$ cat src/rtl/ctx_save_restore.sv
// ctx_save_restore
// Walks the register file in ascending index order and either saves every
// entry to memory (mode=0) or restores every entry from memory (mode=1).
// The hardwired-zero register is skipped at no cycle cost. Memory transfers
// use a req/ack handshake, and the request is held stable until it is acknowledged.
// Outputs are decoded from registered state only. The single exception is
// mem_wdata, which forwards the combinational register-file read data.

module ctx_save_restore #(
   parameter logic [3:0] ZERO_REG = 4'd1,
   parameter int         NUM_REGS = 16
) (
   input  logic        clk,
   input  logic        reset,
   input  logic        start,
   input  logic        mode,
   input  logic [15:0] base_addr,
   output logic        busy,
   output logic        done,
   output logic [3:0]  rf_read_reg,
   input  logic [15:0] rf_read_data,
   output logic [3:0]  rf_write_reg,
   output logic [15:0] rf_write_data,
   output logic        rf_reg_write,
   output logic        mem_req,
   output logic        mem_we,
   output logic [15:0] mem_addr,
   output logic [15:0] mem_wdata,
   input  logic        mem_ack,
   input  logic [15:0] mem_rdata
);

   // ------------------------------------------------------------------
   // Index range. The walk runs from the first index that is not the zero
   // register up to the last index that is not the zero register.
   // ------------------------------------------------------------------
   localparam logic [4:0] LAST_RAW  = 5'(NUM_REGS - 1);
   localparam logic [4:0] LAST_SKIP = (LAST_RAW == {1'b0, ZERO_REG}) ?
                                      (LAST_RAW - 5'd1) : LAST_RAW;
   localparam logic [3:0] LAST_IDX  = LAST_SKIP[3:0];
   localparam logic [3:0] FIRST_IDX = (ZERO_REG == 4'd0) ? 4'd1 : 4'd0;

   typedef enum logic [2:0] {
      IDLE = 3'd0,
      SAVE = 3'd1,
      LOAD = 3'd2,
      WB   = 3'd3,
      DONE = 3'd4
   } state_t;

   // Next index in the walk, stepping over the zero register.
   function automatic logic [3:0] next_idx(input logic [3:0] cur);
      logic [3:0] n;
      n = cur + 4'd1;
      if (n == ZERO_REG) begin
         n = n + 4'd1;
      end else begin
         n = n;
      end
      return n;
   endfunction

   // Memory address for an index. It wraps modulo 2^16.
   function automatic logic [15:0] addr_of(input logic [15:0] base,
                                           input logic [3:0]  idx);
      return base + {12'd0, idx};
   endfunction

   state_t      state_r, state_s;
   logic [3:0]  idx_r,   idx_s;
   logic        mode_r,  mode_s;
   logic [15:0] base_r,  base_s;
   logic [15:0] data_r,  data_s;
   logic        last_s;

   assign last_s = (idx_r == LAST_IDX);

   // State and datapath registers. Reset aborts at once and clears everything.
   always_ff @(posedge clk or posedge reset) begin
      if (reset) begin
         state_r <= IDLE;
         idx_r   <= 4'd0;
         mode_r  <= 1'b0;
         base_r  <= 16'd0;
         data_r  <= 16'd0;
      end else begin
         state_r <= state_s;
         idx_r   <= idx_s;
         mode_r  <= mode_s;
         base_r  <= base_s;
         data_r  <= data_s;
      end
   end

   // Next-state logic. mem_ack is only examined in SAVE and LOAD, the only
   // states that raise mem_req, so a stray ack in any other state has no effect.
   always_comb begin
      state_s = state_r;
      idx_s   = idx_r;
      mode_s  = mode_r;
      base_s  = base_r;
      data_s  = data_r;
      case (state_r)
         IDLE: begin
            if (start) begin
               mode_s  = mode;
               base_s  = base_addr;
               idx_s   = FIRST_IDX;
               state_s = mode ? LOAD : SAVE;
            end else begin
               state_s = IDLE;
            end
         end
         SAVE: begin
            if (mem_ack) begin
               if (last_s) begin
                  state_s = DONE;
               end else begin
                  idx_s   = next_idx(idx_r);
                  state_s = SAVE;
               end
            end else begin
               state_s = SAVE;
            end
         end
         LOAD: begin
            if (mem_ack) begin
               data_s  = mem_rdata;
               state_s = WB;
            end else begin
               state_s = LOAD;
            end
         end
         WB: begin
            if (last_s) begin
               state_s = DONE;
            end else begin
               idx_s   = next_idx(idx_r);
               state_s = LOAD;
            end
         end
         DONE: begin
            state_s = IDLE;
         end
         default: begin
            state_s = IDLE;
         end
      endcase
   end

   // Output decode. Every output is zero outside the active states, and
   // rf_reg_write is additionally gated so the zero register is never written.
   always_comb begin
      busy          = 1'b0;
      done          = 1'b0;
      rf_read_reg   = 4'd0;
      rf_write_reg  = 4'd0;
      rf_write_data = 16'd0;
      rf_reg_write  = 1'b0;
      mem_req       = 1'b0;
      mem_we        = 1'b0;
      mem_addr      = 16'd0;
      mem_wdata     = 16'd0;
      case (state_r)
         IDLE: begin
            busy = 1'b0;
         end
         SAVE: begin
            busy        = 1'b1;
            mem_req     = 1'b1;
            mem_we      = 1'b1;
            mem_addr    = addr_of(base_r, idx_r);
            rf_read_reg = idx_r;
            mem_wdata   = rf_read_data;
         end
         LOAD: begin
            busy     = 1'b1;
            mem_req  = 1'b1;
            mem_we   = 1'b0;
            mem_addr = addr_of(base_r, idx_r);
         end
         WB: begin
            busy          = 1'b1;
            rf_reg_write  = mode_r && (idx_r != ZERO_REG);
            rf_write_reg  = idx_r;
            rf_write_data = data_r;
         end
         DONE: begin
            busy = 1'b1;
            done = 1'b1;
         end
         default: begin
            busy = 1'b0;
         end
      endcase
   end

endmodule
$ cat config.mk
export PLATFORM = sky130hd
export DESIGN_NAME = ctx_save_restore
export DESIGN_NICKNAME = d
export VERILOG_FILES = /design/src/rtl/ctx_save_restore.sv
export SDC_FILE = /design/constraint.sdc
export NUM_CORES = 1
export LEC_CHECK = 0
export ABC_CLOCK_PERIOD_IN_PS = 2029
export CAP_MARGIN = 0
export CORE_MARGIN = 2
export CORE_UTILIZATION = 35
export CTS_BUF_LIST = sky130_fd_sc_hd__clkbuf_8
export CTS_CLUSTER_SIZE = 24
export DETAILED_ROUTE_END_ITERATION = 8
export GPL_ROUTABILITY_DRIVEN = 0
export PLACE_DENSITY_LB_ADDON = 0.25
export SYNTH_ARGS = -nofsm -noshare
export SYNTH_HDL_FRONTEND = slang
export SYNTH_SLANG_ARGS = --single-unit
export TNS_END_PERCENT = 50
$ cat constraint.sdc
create_clock -name clk -period 2.03 [get_ports clk]
set_input_delay 0.3045 -clock clk [delete_from_list [all_inputs] [get_ports clk]]
set_output_delay 0.3045 -clock clk [all_outputs]
set_load 0.01 [all_outputs]
==> impl_metrics.yaml, run 1 <==
timing:
  fin_crit_ps: 2395
  setup_ws_ps: -364.7
  relSlewSlack_pct: 76.26
  finalHoldViolCount: 0
  rsz0062_at_grt: "yes"
  setup_viol: 12
  fin_crit_sh_pct: 118.0
  fin_skew_ps: 4.965
  tightest_slew_ps: 355.1
  fmax_mhz: 417.6
  final-max-slew-violation-count: 0
die:
  row_count: 30
  core_um2: 6832
  io_pins: 114
  die_w_um: 88.20
  dieArea_um2: 7778
  start_util_pct: 36.32
  die_y_um: 88.20
drt:
  drtAntennaViolNets: 0
  drt-total-wl_mm: 7.184
  drt_first_pass_iters: 4
  viasPerCell: 4.736
  avgRoutedWirePerCell_um: 14.37
  drc: 0
  num_vias: 2368
  drt_iter0_markers: 57
power:
  cellLeakagePower_nw: 1.988
  total_power_w: 0.004076
  powerDensity_nw_per_um2: 958.3
  vdd_drop_max_mv: 0.4853
global_route:
  antenna_found_initial: 0
  grt_max_degree: 41
  grt_use_total_pct: 18.72
  grt_overflow: 0
  grt_pass1_vias: 2364
  grt_first_pass_wirelength_mm: 11.41
yosys:
  synth_fa_ha_area_share_pct: 4.841
  synth_area_per_cell_um2: 10.00
  synth.distinct_cells: 38
  yosys_register_bits: 40
  synth_top_family_by_area: "simple AND/OR/NAND/NOR gates"
  synth_common_cells: "dfrtp_1, and2_1, mux2_2"
  synth-seq-area-share_pct: 40.34
  synthMuxAreaShare_pct: 14.07
  syn_inst: 248
  synth_compound_area_share_pct: 7.161
  synth_warnings: 0
  synthesis.nets: 310
  synthSimpleGateAreaFrac_pct: 23.75
  synth_ff_type: "dfrtp_1"
  synth_edf_count: 0
  synth_area_um2: 2481
  synth.area.top_cells: "dfrtp_1, mux2_2, and2_1"
  synthArstFlopShare_pct: 100.0
  yosys.area_share.xor_xnor_pct: 5.648
  synth.largest_area_cell: "dfrtp_1"
  synth.most_common_cell: "dfrtp_1"
  synth_top_area_share_pct: 40.34
finish:
  antenna_cells: 0
  nets: 465
  drive_gt1_share_pct: 31.19
  area_growth_pct: 71.41
  fin_cells: 500
  fin_area_um2: 4253
place:
  port-buffer-count: 113
  place_ws_ps: -443.5
  placed_area_um2: 4034
  dp.cells: 483
  hpwl_mm: 5.081
flow_run:
  cap_violations: 0
setup_path:
  crit_fanout: 5
  path_class: "reg -> out"
  r2r_slack_ps: 20
  worstPathArrival_ps: 2090
  cp.required_ps: 1730
  start_kind: "register"
  cp-end-kind: "output port"
cts:
  root_buffer: "clkbuf_8"
  cts.clk_slew.worst_paths_ps: 80
  hold_buffers: 0
  insertion_delay_ps: 290
  h-tree-depth: 2
  cts_tree: "built"
  clock_path_buffers: 2
  cts_sinks: 40
  cts-buffers-inserted: 5
worst_hold_path:
  hold_class: "in -> async"
status:
  violations: "negative setup slack"
  status: "complete, but fails checks"
[worst max-delay path: stages, from the launching register on]
cell and delay (ps):
dfrtp_1 440, ha_4 310, a211oi_4 60, o21a_2 270, buf_6 150, nor4b_4 230
xnor2_1 150, nor2_1 60, buf_2 140
[per-layer routing]
layer  vias up  track usage [%]  wire length (µm)
met3         4            5.749               480
li1       1148                -                 -
met4         0            3.581                43
met2        70            32.13              3586
met1      1146            23.42              3073
met5         -                0                 0
[flip-flops by register name (all words and copies together) (netlist names)]
signal	cells
base_r	16
data_r	16
idx_r	4
mode_r	1
state_r	3
[cell type report]
cell class / count / area, µm²
Fill cell: 614 / 2579
Tap cell: 96 / 120.1
Sequential cell: 40 / 1003
Clock inverter: 3 / 46.29
Multi-Input combinational cell: 184 / 1573
Timing Repair Buffer: 160 / 1396
Inverter: 12 / 45.04
Clock buffer: 5 / 68.82
[cell families after synthesis]
| kind of cell | Yosys count |
|---|---|
| AND/OR/NAND/NOR | 102 |
| flip-flops | 40 |
| multiplexers | 31 |
| AO/OA/AOI/OAI | 26 |
| buffers and inverters | 24 |
| XOR/XNOR | 16 |
| adder cells (fa/ha/maj) | 9 |
[repair_timing]
action	in CTS	in global routing
gates resized for setup	130	10
gates cloned	1	0
pin swaps	29	10
setup endpoints to repair	61	17
setup buffers	4	4
[worst paths after layout]
| path | end | startpoint | depth (start not counted) |
|---|---|---|---|
| min reg2reg | data_r[7] | data_r[7] | 1 |
| min | data_r[12] | reset | 3 |
| max in group asynchronous | idx_r[0] | reset | 3 |
| max | mem_addr[13] | idx_r[1] | 8 |
| min in group clk | data_r[7] | data_r[7] | 1 |
| max reg2reg | idx_r[3] | idx_r[1] | 8 |
[cell usage in the layout (no fill, tap or decap), drive strengths merged, types with 3 or more instances in the layout]
cell | netlist | layout
mux2 | 31 | 31
a211oi | 6 | 6
buf | 7 | 62
nand3 | 5 | 5
dlygate4sd2 | 0 | 45
clkbuf | 5 | 5
dfrtp | 40 | 40
nor2b | 3 | 3
and2 | 38 | 38
and3 | 4 | 4
nor3 | 8 | 8
ha | 8 | 8
clkdlybuf4s50 | 0 | 52
xor2 | 3 | 3
inv | 12 | 13
a21oi | 5 | 5
xnor2 | 13 | 13
nor4b | 5 | 5
o21ai | 7 | 7
nand2 | 12 | 12
nor2 | 20 | 20
[stage by stage]
step	TNS [ps]	hold WS (ps)	utilization [%]
CTS	-3326	375.7	61.34
detailed placement	-4995	470.4	59.05
global route	-4648	406.3	62.25
floorplan	0	421.3	-
global placement	-4775	458.7	59.05
finish	-3444	371.7	62.25
[where the power goes]
part	internal (W)	switching, W	total [W]
clock	0.000371	0.000302	0.000673
combinational	0.00119	0.000972	0.00216
sequential	0.00105	0.000191	0.00124
total	0.00261	0.00146	0.00408
No activity file was read; power rests on OpenSTA's default activity.
==> run 2: changes to the inputs <==
--- a/config.mk
+++ b/config.mk
@@ -7,13 +7,13 @@
 export LEC_CHECK = 0
 export ABC_CLOCK_PERIOD_IN_PS = 2029
 export CAP_MARGIN = 0
-export CORE_MARGIN = 2
+export CORE_MARGIN = 8
 export CORE_UTILIZATION = 35
 export CTS_BUF_LIST = sky130_fd_sc_hd__clkbuf_8
 export CTS_CLUSTER_SIZE = 24
 export DETAILED_ROUTE_END_ITERATION = 8
 export GPL_ROUTABILITY_DRIVEN = 0
-export PLACE_DENSITY_LB_ADDON = 0.25
+export PLACE_DENSITY = 0.8
 export SYNTH_ARGS = -nofsm -noshare
 export SYNTH_HDL_FRONTEND = slang
 export SYNTH_SLANG_ARGS = --single-unit
==> impl_metrics.yaml, run 2 (synthesized netlist as in run 1, its figures left out) <==
timing:
  fmax_mhz: 407.6
  relSlewSlack_pct: 70.19
  final-max-slew-violation-count: 0
  rsz0062_at_grt: "yes"
  fin_crit_ps: 2453
  tightest_slew_ps: 445.9
  setup_viol: 12
  setup-tns-final_ps: -3850
  fin_crit_sh_pct: 120.9
  finalHoldViolCount: 0
  fin_skew_ps: 6.078
  setup_ws_ps: -423.4
finish:
  final_common_cell: "clkdlybuf4s50_1"
  reg_top3: "base_r: 16 flops, data_r: 16 flops, idx_r: 4 flops"
  layout_common_cells: "clkdlybuf4s50_1, and2_1, dfrtp_1, buf_4, dlygate4sd2_1"
  nets: 464
  drive_gt1_share_pct: 33.25
  final_util_pct: 62.67
  area_growth_pct: 72.57
  antenna_cells: 0
die:
  dieArea_um2: 10040
  io_pins: 114
  die_w_um: 100.2
  die_y_um: 100.2
  core_um2: 6832
  row_count: 30
  start_util_pct: 36.32
global_route:
  grt_pass1_vias: 2657
  antenna_found_initial: 0
  grt_first_pass_wirelength_mm: 13.39
  grt_use_total_pct: 16.65
  grt_overflow: 0
  grt_max_degree: 41
drt:
  num_vias: 2377
  drt_first_pass_iters: 4
  viasPerCell: 4.764
  avgRoutedWirePerCell_um: 16.86
  drc: 0
  drtAntennaViolNets: 0
  drt-total-wl_mm: 8.413
  drt_iter0_markers: 59
flow_run:
  cap_violations: 0
status:
  violations: "negative setup slack"
  status: "complete, but fails checks"
setup_path:
  slowest_stage: "dfrtp_2"
  cp_slowest_stage_delay_ps: 390
  cp.required_ps: 1730
  crit_fanout: 6
  start_kind: "register"
  path_class: "reg -> out"
  worstPathArrival_ps: 2150
  crit_chain: "ha_4 > inv_2 > fa_2 > nor2b_4 > o21ai_4 > buf_4 > a21oi_2 > xnor2_1 > nor2_1 > buf_2"
  cp-end-kind: "output port"
cts:
  cts_sinks: 40
  cts.clk_slew.worst_paths_ps: 80
  h-tree-depth: 2
  cts-buffers-inserted: 5
  cts_tree: "built"
  hold_buffers: 0
  insertion_delay_ps: 290
  clock_path_buffers: 2
  root_buffer: "clkbuf_8"
power:
  powerDensity_nw_per_um2: 988.2
  vdd_drop_max_mv: 0.4807
  cellLeakagePower_nw: 1.961
place:
  hpwl_mm: 6.025
  port-buffer-count: 113
worst_hold_path:
  hold_class: "in -> async"
==> run 2: repair_timing <==
item / in CTS / in global routing
setup buffers: 7 / 2
resized for setup: 130 / 33
cloned: 1 / 0
pin swaps: 30 / 14
setup endpoints to repair: 60 / 38
==> run 2: worst max-delay path, delay by kind of cell (launching register included) <==
| family | cells | cell delay, ps |
|---|---|---|
| AOI/OAI and AO/OA | 2 | 230 |
| xor gates and xnor gates | 1 | 80 |
| adders and majority gates | 2 | 520 |
| buffers and inverters | 3 | 350 |
| DFF | 1 | 390 |
| and+or+nand+nor | 2 | 300 |
==> run 2: path summary, 6_finish.rpt <==
check	from	to	slack (ps)	cells after the start
min in group clk	data_r[1]	data_r[1]	480	1
min	reset	data_r[14]	390	3
max	idx_r[0]	mem_addr[6]	-420	10
max reg2reg	idx_r[0]	idx_r[3]	110	7
max in group asynchronous	reset	idx_r[0]	1420	3
min reg2reg	data_r[1]	data_r[1]	480	1
==> run 2: final cells by class <==
type | instances | area, µm²
fillers | 572 | 2550
multi-input cells | 184 | 1590
repair buffers | 159 | 1401
flip-flops and latches | 40 | 1003
well taps | 96 | 120.1
clock buffers | 6 | 82.58
inverters | 12 | 45.04
clock inverters | 2 | 38.79
==> run 2: per-stage QoR <==
step | instance area (µm²) | setup slack (ps) | total power [W] | hold WS (ps) | instances
final | 4282 | -423.4 | 0.004231 | 393.2 | 499
after global routing | 4282 | -522.0 | 0.004512 | 421.1 | 499
after CTS | 4213 | -423.0 | 0.004068 | 384.8 | 497
after detailed placement | 4019 | -480.3 | 0.003297 | 467.6 | 481
after global placement | 4019 | -457.3 | 0.003216 | 458.6 | 481
after floorplan | 2531 | 18.98 | 0.002256 | 421.3 | 248
==> run 2: routing by layer <==
metal | vias to the layer above | part of all wire, % | global-route usage [%]
met5 | - | 0 | 0
met4 | 0 | 1.3 | 4.070
met3 | 15 | 7.1 | 5.744
met2 | 78 | 53 | 30.26
met1 | 1137 | 38 | 17.94
li1 | 1147 | - | -
==> run 2: power by group <==
part	total [W]	switching, W	internal [W]
Combinational	0.00230	0.00107	0.00124
Clock	0.000686	0.000284	0.000402
Sequential	0.00124	0.000191	0.00105
Total	0.00423	0.00154	0.00269
==> run 3: changes to the inputs <==
--- a/config.mk
+++ b/config.mk
@@ -8,12 +8,12 @@
 export ABC_CLOCK_PERIOD_IN_PS = 2029
 export CAP_MARGIN = 0
 export CORE_MARGIN = 8
-export CORE_UTILIZATION = 35
+export CORE_UTILIZATION = 39
 export CTS_BUF_LIST = sky130_fd_sc_hd__clkbuf_8
 export CTS_CLUSTER_SIZE = 24
 export DETAILED_ROUTE_END_ITERATION = 8
 export GPL_ROUTABILITY_DRIVEN = 0
-export PLACE_DENSITY = 0.8
+export PLACE_DENSITY = 0.87
 export SYNTH_ARGS = -nofsm -noshare
 export SYNTH_HDL_FRONTEND = slang
 export SYNTH_SLANG_ARGS = --single-unit
==> impl_metrics.yaml, run 3 (synthesized netlist as in run 1, its figures left out) <==
cts:
  cts-buffers-inserted: 5
  insertion_delay_ps: 280
  cts_tree: "built"
  clock_path_buffers: 2
  hold_buffers: 0
  h-tree-depth: 2
  root_buffer: "clkbuf_8"
  cts_sinks: 40
  cts.clk_slew.worst_paths_ps: 80
global_route:
  grt_first_pass_wirelength_mm: 12.81
  grt_max_degree: 41
  grt_pass1_vias: 2651
  antenna_found_initial: 0
  grt_overflow: 0
  grt_use_total_pct: 17.89
timing:
  fmax_mhz: 411.8
  finalHoldViolCount: 0
  final-max-slew-violation-count: 0
  tightest_slew_ps: 507.8
  fin_crit_sh_pct: 119.6
  setup_viol: 14
  relSlewSlack_pct: 66.15
  setup_ws_ps: -398.2
  fin_crit_ps: 2428
  rsz0062_at_grt: "yes"
  fin_skew_ps: 7.346
die:
  row_count: 29
  io_pins: 114
  start_util_pct: 39.76
  core_um2: 6241
  die_w_um: 95.76
  die_y_um: 95.76
  dieArea_um2: 9170
finish:
  fin_cells: 488
  nets: 472
  fin_area_um2: 4284
  layout_common_cells: "clkdlybuf4s50_1, buf_4, dlygate4sd2_1, and2_1, dfrtp_1"
  reg_top3: "base_r: 16 flops, data_r: 16 flops, idx_r: 4 flops"
  drive_gt1_share_pct: 32.85
  area_growth_pct: 72.67
  fillerInstances: 483
  antenna_cells: 0
  final_common_cell: "clkdlybuf4s50_1"
drt:
  drt_iter0_markers: 82
  drtAntennaViolNets: 0
  num_vias: 2412
  avgRoutedWirePerCell_um: 16.76
  drt_first_pass_iters: 4
  drc: 0
  viasPerCell: 4.943
  drt-total-wl_mm: 8.177
setup_path:
  start_kind: "register"
  cp.required_ps: 1730
  crit-reg2reg-launch: "idx_r[0]"
  cp_num_buf_inv: 3
  slowest_stage: "dfrtp_2"
  cp.depth: 9
  reg2reg_to: "idx_r[3]"
  crit_chain: "ha_4 > buf_4 > a211oi_4 > o21a_2 > buf_6 > nor3_1 > xnor2_1 > nor2_1 > buf_2"
  cp_top_family: "compound AO/OA/AOI/OAI gates"
  r2r_slack_ps: 110
  path_class: "reg -> out"
  crit_fanout: 5
  cp_slowest_stage_delay_ps: 430
  rr_worst_depth: 7
  cp-end-kind: "output port"
  worstPathArrival_ps: 2120
status:
  violations: "negative setup slack"
  status: "complete, but fails checks"
power:
  power_switching_w: 0.001515
  intPower_w: 0.002663
  total_power_w: 0.004178
  powerDensity_nw_per_um2: 975.3
  switching_share_pct: 36.26
  seq_power_share_pct: 29.3
  p_comb_share_pct: 55.5
  vdd_drop_max_mv: 0.7726
  clock_power_share_pct: 15.2
  cellLeakagePower_nw: 2.034
place:
  hpwl_mm: 6.027
  port-buffer-count: 113
  placed_area_um2: 4020
  dp.cells: 467
flow_run:
  cap_violations: 0
worst_hold_path:
  hold_class: "in -> async"
==> run 3: layout make-up <==
class                           instances  area (µm²)  share of cell area [%]
Sequential cell                        40        1003                   23.42
Timing Repair Buffer                  167        1446                   33.76
Tap cell                               77       96.34                   2.249
Inverter                               12       45.04                   1.051
Clock buffer                            5       68.82                   1.606
Multi-Input combinational cell        184        1585                   37.00
Clock inverter                          3       38.79                  0.9054
==> run 3: what timing repair did <==
action                     CTS  global route
gates cloned                 1             0
gates resized for setup    131            16
hold endpoints to repair     0             0
buffers inserted            10             2
setup endpoints to repair   61            19
pin swaps                   27            11
==> run 3: worst reg2reg max path: cells and delay by family, from the launching register on <==
| family | cells | cell delay [ps] |
|---|---|---|
| adder cells (fa/ha/maj) | 1 | 210 |
| buffers and inverters | 1 | 170 |
| AND/OR/NAND/NOR | 4 | 930 |
| AO/OA/AOI/OAI | 1 | 130 |
| flip-flops | 1 | 430 |
==> run 3: worst max path at each step <==
stage | startpoint | endpoint | slack, ps
floorplan | idx_r[3] | mem_addr[13] | 20
global placement | idx_r[1] | mem_addr[13] | -420
detailed placement | idx_r[1] | mem_addr[11] | -500
CTS | idx_r[0] | mem_addr[10] | -370
global route | idx_r[1] | mem_addr[7] | -470
finish | idx_r[0] | mem_addr[11] | -400
==> run 3: power by group through the flow <==
stage	logic, W	registers [W]	clock network [W]
after floorplan	0.00101	0.00125	0
after CTS	0.00218	0.00123	0.000658
after detailed placement	0.00210	0.00122	0
after global routing	0.00250	0.00126	0.000681
after global placement	0.00204	0.00120	0
final	0.00232	0.00122	0.000634
==> run 3: through the flow <==
step | utilization [%] | setup WS, ps | TNS, ps | hold WS [ps]
after detailed placement | 64.41 | -502.8 | -5325 | 466.5
after global routing | 68.64 | -471.5 | -5061 | 498.0
final | 68.64 | -398.2 | -3782 | 449.4
after CTS | 67.92 | -368.6 | -3441 | 466.1
after floorplan | - | 18.98 | 0 | 421.3
after global placement | 64.41 | -418.5 | -4782 | 458.1
==> run 3: layer usage <==
metal,wire (µm),global-route usage [%],vias to the layer above
met5,0,0,-
met4,172,4.866,0
met1,3105,19.14,1169
met3,574,5.538,14
met2,4324,33.09,67
li1,-,-,1162
==> edit 1, RTL diff (settings of run 1) <==
The parameter `ZERO_REG` goes from 4'd1 to 4'd0.
--- a/src/rtl/ctx_save_restore.sv
+++ b/src/rtl/ctx_save_restore.sv
@@ -7,7 +7,7 @@
 // mem_wdata, which forwards the combinational register-file read data.
 
 module ctx_save_restore #(
-   parameter logic [3:0] ZERO_REG = 4'd1,
+   parameter logic [3:0] ZERO_REG = 4'd0,
    parameter int         NUM_REGS = 16
 ) (
    input  logic        clk,
Formal check against the unedited RTL: not equivalent (Yosys sat finds a counterexample within 4 cycles, from zero or initial values and one cycle with reset high).
==> edit 1 against run 1 <==
  * The run still ends with negative setup slack left
  * Global-route usage is 0.66 points lower
  * Total power is 15% lower
  * Design area is 0.68% lower
  * Sequential cell count stayed put
  * Maximum frequency is 2.4% lower
  * Final cell count is 0.60% higher
  * Synthesized area is 2.7% higher
  * Routed wire length is 0.14% higher
  * Combinational power is 15% lower
  * Worst setup slack worse by 0.060 ns
  * First-iteration DRC count is 74% higher
  * Critical path type unchanged
==> edit 1: results (changes against run 1) <==
Synthesis
  • Post-synthesis mux area share: 14.14% (+0.069 points)
  • Synth Net Count: 319 (+2.9%)
  • Top cells by area, synth: dfrtp_1 (39%), mux2_2 (14%), and3_1 (5.2%), and2_1 (4.9%), xnor2_1 (4.1%)
  • Post-synthesis compound-gate area fraction: 8.198% (+1.0 points)
  • Commonest cells in the synthesized netlist: dfrtp_1 (40), mux2_2 (32), nor2_1 (24), and3_1 (21), and2_1 (20)
  • Post-Synth XOR/XNOR Area: 4.467% (-1.2 points)
  • Syn Inst Count: 257 (+3.6%)
  • Yosys cell types: 41 (+7.9%)

Placement
  • Placed cells: 487 (+0.83%)
  • Post-DP HPWL: 5.324 mm (+4.8%)
  • Post-DP Area: 4054 sq um (+0.50%)
  • Setup WS pre-CTS: -0.4487 ns (-0.005143 ns)

Timing
  • # setup viols final: 13 (+1)
  • Min setup slack post-route: -0.4246 ns (-0.05991 ns)
  • Slew Limit Headroom: 65.83% (-10 points)
  • Final worst clock skew: 0.01198 ns (+0.007013 ns)

Drt
  • Vias/cell: 4.901 (+3.5%)
  • Wire length per cell: 14.30 microns (-0.46%)

Critical path
  • Crit-path max cell delay: 0.40 ns (-0.04 ns)
  • CP Max Fanout: 3 (-2)
  • WP data arrival: 2.15 ns (+0.06 ns)
  • CP delay by family, top: adder cells
  • R2R depth: 7 (-1)

Power and ir drop
  • Leak Pwr: 0.002007 uW (+0.98%)
  • Maximum vdd drop: 0.0003581 V (-26%)

Global routing
  • First-pass GRT wire length: 11.26 mm (-1.3%)
  • Overall routing resource usage: 18.06% (-0.66 points)
  • Vias in the first global route: 2414 (+2.1%)

Final layout
  • Layout cells sized above 1: 32.18% (+0.99 points)

Run status
  • Violated checks: negative setup slack
  • Status: finished, violations left
edit 1: changes by cell type after synthesis, sizes merged, moves of 4 or more:
cell,change
and2,-18
and3,+17
a21oi,+4
nor2,+4
o21ai,+4
edit 1: worst paths after layout:
path | start | end | slack (ns)
min in group clk | data_r[2] | data_r[2] | 0.50
max in group asynchronous | reset | idx_r[1] | 1.21
worst max register to register | idx_r[0] | idx_r[0] | 0.23
worst min-delay path | reset | data_r[6] | 0.44
worst min register to register | data_r[2] | data_r[2] | 0.50
worst max-delay path | idx_r[0] | mem_addr[12] | -0.42
edit 1: metal layers:
metal,GRT usage (%),vias to the layer above,wire length (microns)
met5,0,-,0
met4,3.935,0,61
met3,5.633,7,500
met2,30.57,71,3580
met1,22.67,1204,3051
li1,-,1183,-
edit 1: worst reg2reg max path: cells and delay by family, from the launching register on:
family                   cells  cell delay (ns)
flip-flops                   1             0.40
adder cells (fa/ha/maj)      1             0.27
AO/OA/AOI/OAI                4             0.61
AND/OR/NAND/NOR              1             0.24
buffers and inverters        1             0.18
edit 1: repair_timing:
action / CTS / global route
gates resized for setup: 129 / 6
hold endpoints to repair: 0 / 0
pin swaps: 25 / 14
setup buffers: 6 / 3
endpoints found under the setup margin: 61 / 18
edit 1: through the flow:
stage          utilization, %  setup TNS [ns]
6_report                59.19          -3.882
5_1_grt                 59.19          -5.181
4_1_cts                 58.64          -3.883
3_5_place_dp            56.80          -5.291
3_3_place_gp            56.80          -4.807
2_1_floorplan               -               0
edit 1: final cells by class:
class                   count  area (sq um)
fillers                   661          2913
multi-input cells         192          1607
repair buffers            154          1368
flip-flops and latches     40          1003
well taps                  99         123.9
clock buffers               5         68.82
inverters                  10         37.54
clock inverters             3         16.27
edit 1: where the power goes:
part           switching [uW]  internal [uW]
registers                 128            965
clock network             283            236
logic                     860            978
total                    1270           2180
==> edit 2, RTL diff (flow settings as in run 1) <==
Without the edit above. Make the reset (`reset`) synchronous in one clocked block.
--- a/src/rtl/ctx_save_restore.sv
+++ b/src/rtl/ctx_save_restore.sv
@@ -76,7 +76,7 @@
    assign last_s = (idx_r == LAST_IDX);
 
    // State and datapath registers. Reset aborts at once and clears everything.
-   always_ff @(posedge clk or posedge reset) begin
+   always_ff @(posedge clk) begin
       if (reset) begin
          state_r <= IDLE;
          idx_r   <= 4'd0;
Formal check against the unedited RTL: differs if reset is asserted again (counterexample within 4 cycles, from zero or initial values and one cycle with reset high); with reset held inactive, the same outputs for 10 cycles.
==> edit 2 against run 1 <==
  * The flow still finishes with violations (negative setup slack)
  * Sequential share of layout area shrank 4.4 points
  * Core utilization grew 0.64 points
  * Critical path depth is the same
  * Largest cell class unchanged
  * Synthesized area shrank 2.0%
  * Design area is essentially flat
  * Worst setup slack lost 0.13 ns
  * Final cell count grew 13%
  * Sequential cell count is the same
  * Count of clock-buffer cells in the layout grew 1
  * Routed wire length grew 10%
  * Non-clock buffer count grew 11
Power is not compared: it rests on default switching activity, and its combinational part moved more than twofold at a synthesized area within 25%.
==> edit 2: results (changes against run 1) <==
Run status
  • Violated checks: negative setup slack
  • Status: finished, violations left

Critical path
  • R2R depth: 5 (-3)
  • R2R Path End: idx_r[0]
  • CP Launch Point: base_r[0]
  • Crit path to: mem_addr[10]
  • Worst path slowest cell: or4_4
  • R2R setup slack: 0.27 ns (+0.25 ns)
  • WP data arrival: 2.22 ns (+0.13 ns)
  • Crit-path max cell delay: 0.43 ns
  • CP delay by family, top: simple AND/OR/NAND/NOR gates
  • RR Startpoint: idx_r[0]

Placement
  • Setup WS pre-CTS: -0.6116 ns (-0.1681 ns)
  • Post-DP HPWL: 5.606 mm (+10%)
  • Post-DP Area: 3968 sq um (-1.6%)
  • Placed cells: 550 (+14%)

Global routing
  • Vias in the first global route: 2629 (+11%)
  • Met3 usage: 5.024% (-0.73 points)
  • Initial antenna violation count: 0 (unchanged)
  • Met1 usage: 25.93% (+2.5 points)
  • Largest net degree at the start of global routing: 42 (+2.4%)
  • Overall routing resource usage: 20.16% (+1.4 points)
  • First-pass GRT wire length: 12.24 mm (+7.3%)
  • GR Util met2: 34.09% (+2.0 points)

Worst hold path
  • Min-Delay Path Class: register to register
  • Min-Delay Path Depth: 2
  • Hold path start: data_r[11]

Timing
  • Slew Limit Headroom: 67.42% (-8.8 points)
  • # setup viols final: 13 (+1)
  • Setup TNS: -4.443 ns (-0.9985 ns)
  • Min setup slack post-route: -0.4963 ns (-0.1315 ns)
  • WHS: 0.4509 ns (+0.07918 ns)
  • Final worst clock skew: 0.007901 ns (+0.002935 ns)
  • Tmin final: 2.526 ns (+0.1315 ns)

Synthesis
  • Predominant post-synthesis flop cell: dfxtp_1
  • Synth Net Count: 397 (+28%)
  • Sequential share of the synthesized area: 32.94% (-7.4 points)
  • Ys async rst share: 0% (-100 points)
  • Commonest cells in the synthesized netlist: nand2_1 (78), a21oi_1 (46), dfxtp_1 (40), and3_1 (23), and2_1 (20)
  • Yosys cell types: 40 (+5.3%)
  • Top cells by area, synth: dfxtp_1 (33%), nand2_1 (12%), a21oi_1 (9.5%), and3_1 (5.9%), and2_1 (5.1%)
  • Syn Inst Count: 335 (+35%)

Drt
  • Met2 routed WL: 3.838 mm (+7.0%)
  • Total wire length: 7.920 mm (+10%)
  • Met3 WL post-DR: 488 microns (+1.7%)
  • Vias/cell: 5.023 (+6.1%)
  • Initial DRC Count: 139 (+140%)
  • DRT met1 WL: 3.519 mm (+15%)

Power and ir drop
  • Leak Pwr: approximately 0.0019 uW
  • Reg power frac: 40.5%

Final layout
  • Layout area overhead: 74.78%
  • Layout cells sized above 1: 24.85% (-6.3 points)
  • Non-Filler Instances: 567 (+13%)
  • Diode count: 0 (unchanged)
  • Largest registers: base_r: 16 flops, data_r: 16 flops, idx_r: 4 flops
  • Commonest non-fill, non-tap cell in the layout: nand2_1

CTS
  • H-tree depth: 2 (unchanged)
## edit 2: repair_timing
item,in CTS,in global routing
gates cloned,2,0
endpoints found under the setup margin,60,17
gates resized for setup,147,16
pin swaps,17,17
buffers inserted,11,1
hold buffers,0,0
## edit 2: kinds of logic (layout without fill, tap and decap cells)
| family | Yosys count | in the layout | synth area share, % |
|---|---|---|---|
| AOI/OAI and AO/OA | 74 | 74 | 17.70 |
| xor gates and xnor gates | 9 | 9 | 3.242 |
| adders and majority gates | 9 | 9 | 4.941 |
| buffers and inverters | 33 | 185 | 5.558 |
| DFF | 40 | 40 | 32.94 |
| muxes | 1 | 1 | 0.4632 |
| and+or+nand+nor | 169 | 169 | 35.15 |
## edit 2: final cells by class
| cell class | count | share of cell area [%] |
|---|---|---|
| well taps | 80 | 2.356 |
| multi-input cells | 262 | 39.61 |
| flip-flops and latches | 40 | 19.17 |
| clock buffers | 6 | 1.943 |
| clock inverters | 2 | 0.9128 |
| repair buffers | 171 | 35.48 |
| inverters | 6 | 0.5300 |
